==> config.mk <==
export PLATFORM = sky130hd
export DESIGN_NAME = instruction_fetch_unit
export DESIGN_NICKNAME = d
export VERILOG_FILES = /design/src/rtl/instruction_fetch_unit.sv
export SDC_FILE = /design/constraint.sdc
export NUM_CORES = 1
export LEC_CHECK = 0
export BUFFER_PORTS_ARGS = -buffer_cell sky130_fd_sc_hd__buf_2
export CORE_ASPECT_RATIO = 1.2
export CORE_MARGIN = 2
export CORE_UTILIZATION = 42
export CTS_CLUSTER_SIZE = 25
export DETAILED_ROUTE_END_ITERATION = 16
export PLACE_DENSITY = 0.83
export SLEW_MARGIN = 5
export SYNTH_ARGS = -nofsm -noshare
export SYNTH_HDL_FRONTEND = slang
export SYNTH_SLANG_ARGS = --single-unit
==> constraint.sdc <==
create_clock -name clk -period 1.37 [get_ports clk]
set_input_delay 0.274 -clock clk [delete_from_list [all_inputs] [get_ports clk]]
set_output_delay 0.274 -clock clk [all_outputs]
set_load 0.05 [all_outputs]
==> src/rtl/instruction_fetch_unit.sv <==
// instruction_fetch_unit: owns the PC, reads instruction memory and holds one registered fetch slot for decode
module instruction_fetch_unit #(
   parameter int ADDR_W   = 4,
   parameter int DATA_W   = 32,
   parameter int PROG_LEN = 8
) (
   input  logic              clk,
   input  logic              reset_n,
   input  logic              start,
   output logic [ADDR_W-1:0] PC_out,
   input  logic [DATA_W-1:0] IR_out,
   output logic              dec_valid,
   output logic [DATA_W-1:0] dec_instr,
   output logic [ADDR_W-1:0] dec_pc,
   input  logic              dec_ready,
   input  logic              branch_taken,
   input  logic [ADDR_W-1:0] branch_target,
   output logic              halted
);
   typedef enum logic [1:0] {IDLE, RUN, HALTED} state_t;
   localparam logic [ADDR_W:0]   LEN  = (ADDR_W+1)'(PROG_LEN);
   localparam logic [ADDR_W-1:0] LAST = ADDR_W'(PROG_LEN - 1);
   state_t            state_q;
   logic [ADDR_W-1:0] pc_q, dpc_q;
   logic [DATA_W-1:0] instr_q;
   logic              valid_q, halted_q;
   logic              in_range, slot_free;
   assign in_range  = {1'b0, branch_target} < LEN;
   assign slot_free = !valid_q || dec_ready;
   always_ff @(posedge clk) begin
      if (!reset_n) begin
         state_q  <= IDLE;
         pc_q     <= '0;
         dpc_q    <= '0;
         instr_q  <= '0;
         valid_q  <= 1'b0;
         halted_q <= 1'b0;
      end else begin
         case (state_q)
            IDLE: if (start) state_q <= RUN;
            RUN: begin
               if (branch_taken) begin
                  pc_q    <= branch_target;
                  valid_q <= 1'b0;
                  if (!in_range) begin
                     state_q  <= HALTED;
                     halted_q <= 1'b1;
                  end
               end else if (slot_free) begin
                  instr_q <= IR_out;
                  dpc_q   <= pc_q;
                  valid_q <= 1'b1;
                  // the last program word parks the PC on itself
                  if (pc_q == LAST) begin
                     state_q  <= HALTED;
                     halted_q <= 1'b1;
                  end else pc_q <= pc_q + 1'b1;
               end
            end
            HALTED: begin
               if (branch_taken) begin
                  pc_q    <= branch_target;
                  valid_q <= 1'b0;
                  if (in_range) begin
                     state_q  <= RUN;
                     halted_q <= 1'b0;
                  end
               end else if (dec_ready) valid_q <= 1'b0;
            end
            default: state_q <= IDLE;
         endcase
      end
   end
   assign PC_out    = pc_q;
   assign dec_valid = valid_q;
   assign dec_instr = instr_q;
   assign dec_pc    = dpc_q;
   assign halted    = halted_q;
endmodule
# After elaboration in Yosys (flattened, before gate mapping)
# Cells that the tools add are included.
word_totals:
  register_bits: 44
  in_bits: 41
  output_inout_bits: 42
  elab_cells: 54
op_classes:
  add_sub_neg: 1
  n_lt_le_gt_ge: 1
  n_eq_ne: 11
  muxes: 25
  bitwise: 1
  reduce_logical: 9
op_table:
  columns: ["cell", "n"]
  rows:
  - ["two-way mux 4 bit", 4]
  - ["!= test 3 bit (second input constant)", 5]
  - ["two-way mux 2 bit", 7]
  - ["AND reduction 6 bit", 2]
  - ["two-way mux 1 bit", 10]
  - ["case mux 4 bit (2 select lines)", 1]
  - ["!= test 2 bit (second input constant)", 3]
  - ["case mux 2 bit (3 select lines)", 1]
  - ["AND reduction 3 bit", 2]
  - ["adder 4 x 1 -> 4 bit (second input constant)", 1]
  - ["== test 4 x 3 -> 1 bit (second input constant)", 1]
  - ["less-than comparator 4 bit (second input constant)", 1]
  - ["case mux 1 bit (2 select lines)", 2]
  - ["AND reduction 4 bit", 1]
  - ["== test 2 x 1 -> 1 bit (second input constant)", 1]
  - ["== test 2 bit (second input constant)", 1]
  - ["logical NOT 2 bit", 1]
  - ["nonzero test 2 bit", 1]
  - ["logical NOT 1 bit", 1]
  - ["logical OR 1 bit", 1]
  - ["inverter 1 bit", 1]

# Logic depth before layout (Yosys ltp)
depth:
  ltp_word: 5
  ltp_mapped: 7
  depth_no_buf: 5

# Worst setup path before layout
# No wires, ideal clock.
synth_timing:
  path_type: "reg2reg"
  start: "register pc_q[0], in the netlist PC_out[0]"
  end: "register halted_q, in the netlist halted"
  setup_time_ns: 0.086
  arrival_time_ns: 1.665
  t_required_ns: 1.284
  slack_ns: -0.381
  path_stages_with_launch: 6
  n_path_buf: 0
  path_cell_list: "dfxtp_1 -> ha_1 -> nand3b_2 -> o31ai_4 -> a21oi_1 -> a211oi_1"
synth_via:
  elab_chain_len: 3
synth_rtl:
  columns: ["element", "line_no", "text"]
  rows:
  - ["start: declaration", "24", "logic [ADDR_W-1:0] pc_q, dpc_q;"]
  - ["start signal: assignment", "43", "pc_q <= branch_target;"]
  - ["start signal: assignment", "57", "end else pc_q <= pc_q + 1'b1;"]
  - ["start signal: assignment", "62", "pc_q <= branch_target;"]
  - ["== test 4 x 3 -> 1 bit", "54", "if (pc_q == LAST) begin"]
  - ["!= test 3 bit (no line)", null, null]
  - ["AND reduction 6 bit (no line)", null, null]
  - ["end signal: assignment", "47", "halted_q <= 1'b1;"]
  - ["end signal: assignment", "56", "halted_q <= 1'b1;"]
  - ["end signal: assignment", "66", "halted_q <= 1'b0;"]
  - ["end: declaration", "26", "logic valid_q, halted_q;"]
# No other way between the ends.
# A chain may end at the register's enable or synchronous reset.

# Worst setup path in the final report
layout_timing:
  start: "register state_q[0]"
  end: "register pc_q[3], in the netlist PC_out[3]"
layout_via:
  elab_chain_len: 3
  word_cells_on_any_way: 8
  cone_classes: "eq/ne (5); mux (1); reduce/logical (2)"
layout_rtl:
  columns: ["element", "line_no", "text"]
  rows:
  - ["start: declaration", "23", "state_t state_q;"]
  - ["start signal: assignment", "32", "state_q <= IDLE;"]
  - ["start signal: assignment", "40", "IDLE: if (start) state_q <= RUN;"]
  - ["start signal: assignment", "46", "state_q <= HALTED;"]
  - ["== test 2 x 1 -> 1 bit / == test 2 bit (equally long branches)", "39", "case (state_q)"]
  - ["!= test 3 bit (no line) (tied with other cells)", null, null]
  - ["AND reduction 4 bit (no line)", null, null]
# Parallel ways exist; a longest one is shown, timed or not.

==> summary.txt <==
Placed design
  • Pre-CTS setup slack: -10.97 ps
  • Dpl cells: 359
  • Buffers on Ports: 82
  • Gpl congestion: 0.8251
  • Area after DPL: around 2400 um^2
  • DP HPWL: approximately 3200 um

Cells and area
  • Area Overhead vs Synth: 38.66%
  • Layout Nets: 355
  • Design area: 2571 um^2
  • Layout cell share with drive strength beyond 1: 40.76%
  • Final Non-Filler Cells: between 300 and 400
  • Diodes inserted: 0

STA
  • Final WS setup: 17.00 ps
  • Final clock skew: 6.293 ps
  • Fmax: around 0.74 GHz
  • Min Tclk post-route: 1353 ps
  • Setup violations, final: 0
  • Tightest Pin Transition: 271.5 ps
  • Slew Limit Fails: 0
  • RSZ-0062 raised after global routing: yes
  • Final Hold Viols: 0
  • Final period util: 98.76%
  • Normalized max-slew margin: 81.90%

Setup path
  • WP data required: 1560 ps
  • R2r setup slk: between 15 and 20 ps
  • R2R depth: 4
  • R2r endpoint: PC_out[3]
  • Worst Setup End Kind: flip-flop
  • Largest fanout on the critical path: 5
  • Crit start category: flip-flop
  • Critical path class: flip-flop to flip-flop
  • CP arrival: about 1500 ps
  • Reg-to-reg startpoint: state_q[0]

Yosys
  • EDFF count, synth: 0
  • Synth Area in Simple Gates: 24.02%
  • Top_reg_cell synth: dfxtp_1
  • Multiplexer area fraction after synthesis: 0%
  • #FFs+latches synth: 44
  • Adder-Cell Fraction of Synth Area: 0.6748%
  • Post-synthesis xor/xnor area fraction: 0%
  • Netlist area before placement: 1854 um^2
  • Synth Area in Compound Gates: a little over a fifth
  • Seq/Total Area, Yosys: 47.50%
  • FFs w/ async S/R, synth: 0%
  • Post-synthesis area per instance: 8.315 um^2
  • Yosys warning count: 0
  • Top cell type's share of synthesized area: 47.50%
  • Most frequent cell after synthesis: nand2_1
  • Netlist cell types: 39
  • Mapped Cells: 223
  • Syn nets: 265
  • Post-synth top area cell: dfxtp_1
  • Largest family of logic cells by synthesized area: simple AND/OR/NAND/NOR gates
  • Synth area leaders: dfxtp_1, nand2_1, a21oi_1
  • Post-synth top cells: nand2_1, dfxtp_1, a21oi_1

Global routing
  • First-pass GRT wire length: ~7100 um
  • Number of global-route vias before repair: between 1500 and 2000
  • GRT Total Usage: 17.82%
  • Grt ovf: 0
  • Largest net degree at the start of global routing: 37
  • Initial antenna violation count: 0

Drt
  • DR vias/cell: 4.919
  • Vias post-DR: about 1800
  • WL final: 4554 um
  • Drt drc: 0
  • First-pass DRT Iterations: 6
  • Routed wire per std cell: 12.31 um
  • ANT nets after route: 0
  • Starting DRC count in detailed routing: 131

CTS
  • Clock Pin Slew Worst Setup and Hold Paths: 80 ps
  • CTS Sinks: 44
  • CTS Buf Count: 5
  • Clk_lat worst skew: 290 ps
  • Clock Tree Buf Depth: 2
  • Root buf cell: clkbuf_8
  • CTS tree: yes
  • CTS H-tree lvls: 2

Min path
  • Hold Startpoint: IR_out[30]
  • Hold Path Depth: 3
  • Hold WC Path Type: input port to flip-flop
  • WHS Endpoint: dec_instr[30]

Floorplan
  • Die Y: 76.79 um
  • Rows: 26
  • Die area: 4965 um^2
  • Initial Utilization: between 40% and 50%
  • Die X: 64.66 um
  • Core area: 4262 um^2
  • Ports: between 80 and 90

Job
  • Max Cap Violations: 0

Power and ir drop
  • Max rail drop VDD: 0.5817 mV
  • Leak: 1.154 nW
  • P per Cell Area: 1118 nW/um^2

Run status
  • Outcome: complete, no violations
state kept, by name, summed over array words and instances (netlist names):
name,cells
halted,1
PC_out,4
dec_instr,32
state_q,2
dec_pc,4
dec_valid,1
final cells by class:
| type | instances | area (um^2) |
|---|---|---|
| inverters | 5 | 18.77 |
| flip-flops and latches | 44 | 900.9 |
| clock inverters | 2 | 11.26 |
| multi-input cells | 160 | 904.6 |
| well taps | 56 | 70.07 |
| repair buffers | 97 | 593.1 |
| clock buffers | 6 | 72.57 |
| fillers | 404 | 1690 |
where the power goes:
part | internal, mW | total, mW | switching (mW)
Combinational | 0.255 | 0.698 | 0.443
Clock | 0.358 | 0.786 | 0.428
Sequential | 1.35 | 1.39 | 0.0464
timing repair:
action | in CTS | in global routing
pin swaps | 0 | 1
cloned | 0 | 1
hold buffers | 0 | 0
setup buffers | 0 | 2
gates resized for setup | 2 | 5
endpoints found under the setup margin | 5 | 37
critical path, stage by stage (launching register included):
cell and delay [ps]:
dfxtp_2 360, and2b_4 220, or2_4 250, o21a_1 190
o221a_1 230
kinds of logic after synthesis:
kind of cell / Yosys count
AND/OR/NAND/NOR: 95
buffers and inverters: 19
AO/OA/AOI/OAI: 64
flip-flops: 44
adder cells (fa/ha/maj): 1
cell usage in the layout (no fill, tap or decap), types with 2 or more instances in the layout:
| cell | count |
|---|---|
| a211oi_1 | 3 |
| a21oi_1 | 40 |
| a31oi_1 | 2 |
| buf_12 | 4 |
| buf_2 | 81 |
| buf_4 | 11 |
| clkbuf_8 | 5 |
| dfxtp_1 | 38 |
| dfxtp_4 | 5 |
| inv_1 | 3 |
| inv_2 | 2 |
| nand2_1 | 75 |
| nand2b_1 | 2 |
| nor2_1 | 3 |
| nor2b_1 | 2 |
| o21ai_0 | 6 |
worst max-delay path by stage:
stage	from	end	slack, ps	cells after the start
2_1_floorplan	PC_out[0]	PC_out[2]	6	5
3_3_place_gp	state_q[0]	PC_out[3]	40	4
3_5_place_dp	state_q[0]	PC_out[3]	-10	4
4_1_cts	state_q[0]	PC_out[3]	10	4
5_1_grt	PC_out[1]	PC_out[2]	-40	5
6_report	state_q[0]	PC_out[3]	20	4
routing by layer:
| layer | vias to the layer above | GRT usage [%] | part of all wire [%] |
|---|---|---|---|
| li1 | 934 | - | - |
| met1 | 819 | 20.33 | 43 |
| met2 | 61 | 31.67 | 49 |
| met3 | 6 | 5.425 | 6.8 |
| met4 | 0 | 5.106 | 1.3 |
| met5 | - | 0 | 0 |
metrics by stage:
stage,power (mW),utilization [%],hold slack [ps],TNS [ps]
2_1_floorplan,1.881,-,405.5,0
3_3_place_gp,2.079,56.84,439.2,0
6_report,2.876,60.33,210.7,0
3_5_place_dp,2.091,56.84,443.3,-10.97
4_1_cts,2.887,58.90,198.4,0
5_1_grt,3.016,60.33,209.1,-114.5
(Power assumes the default switching activity.)
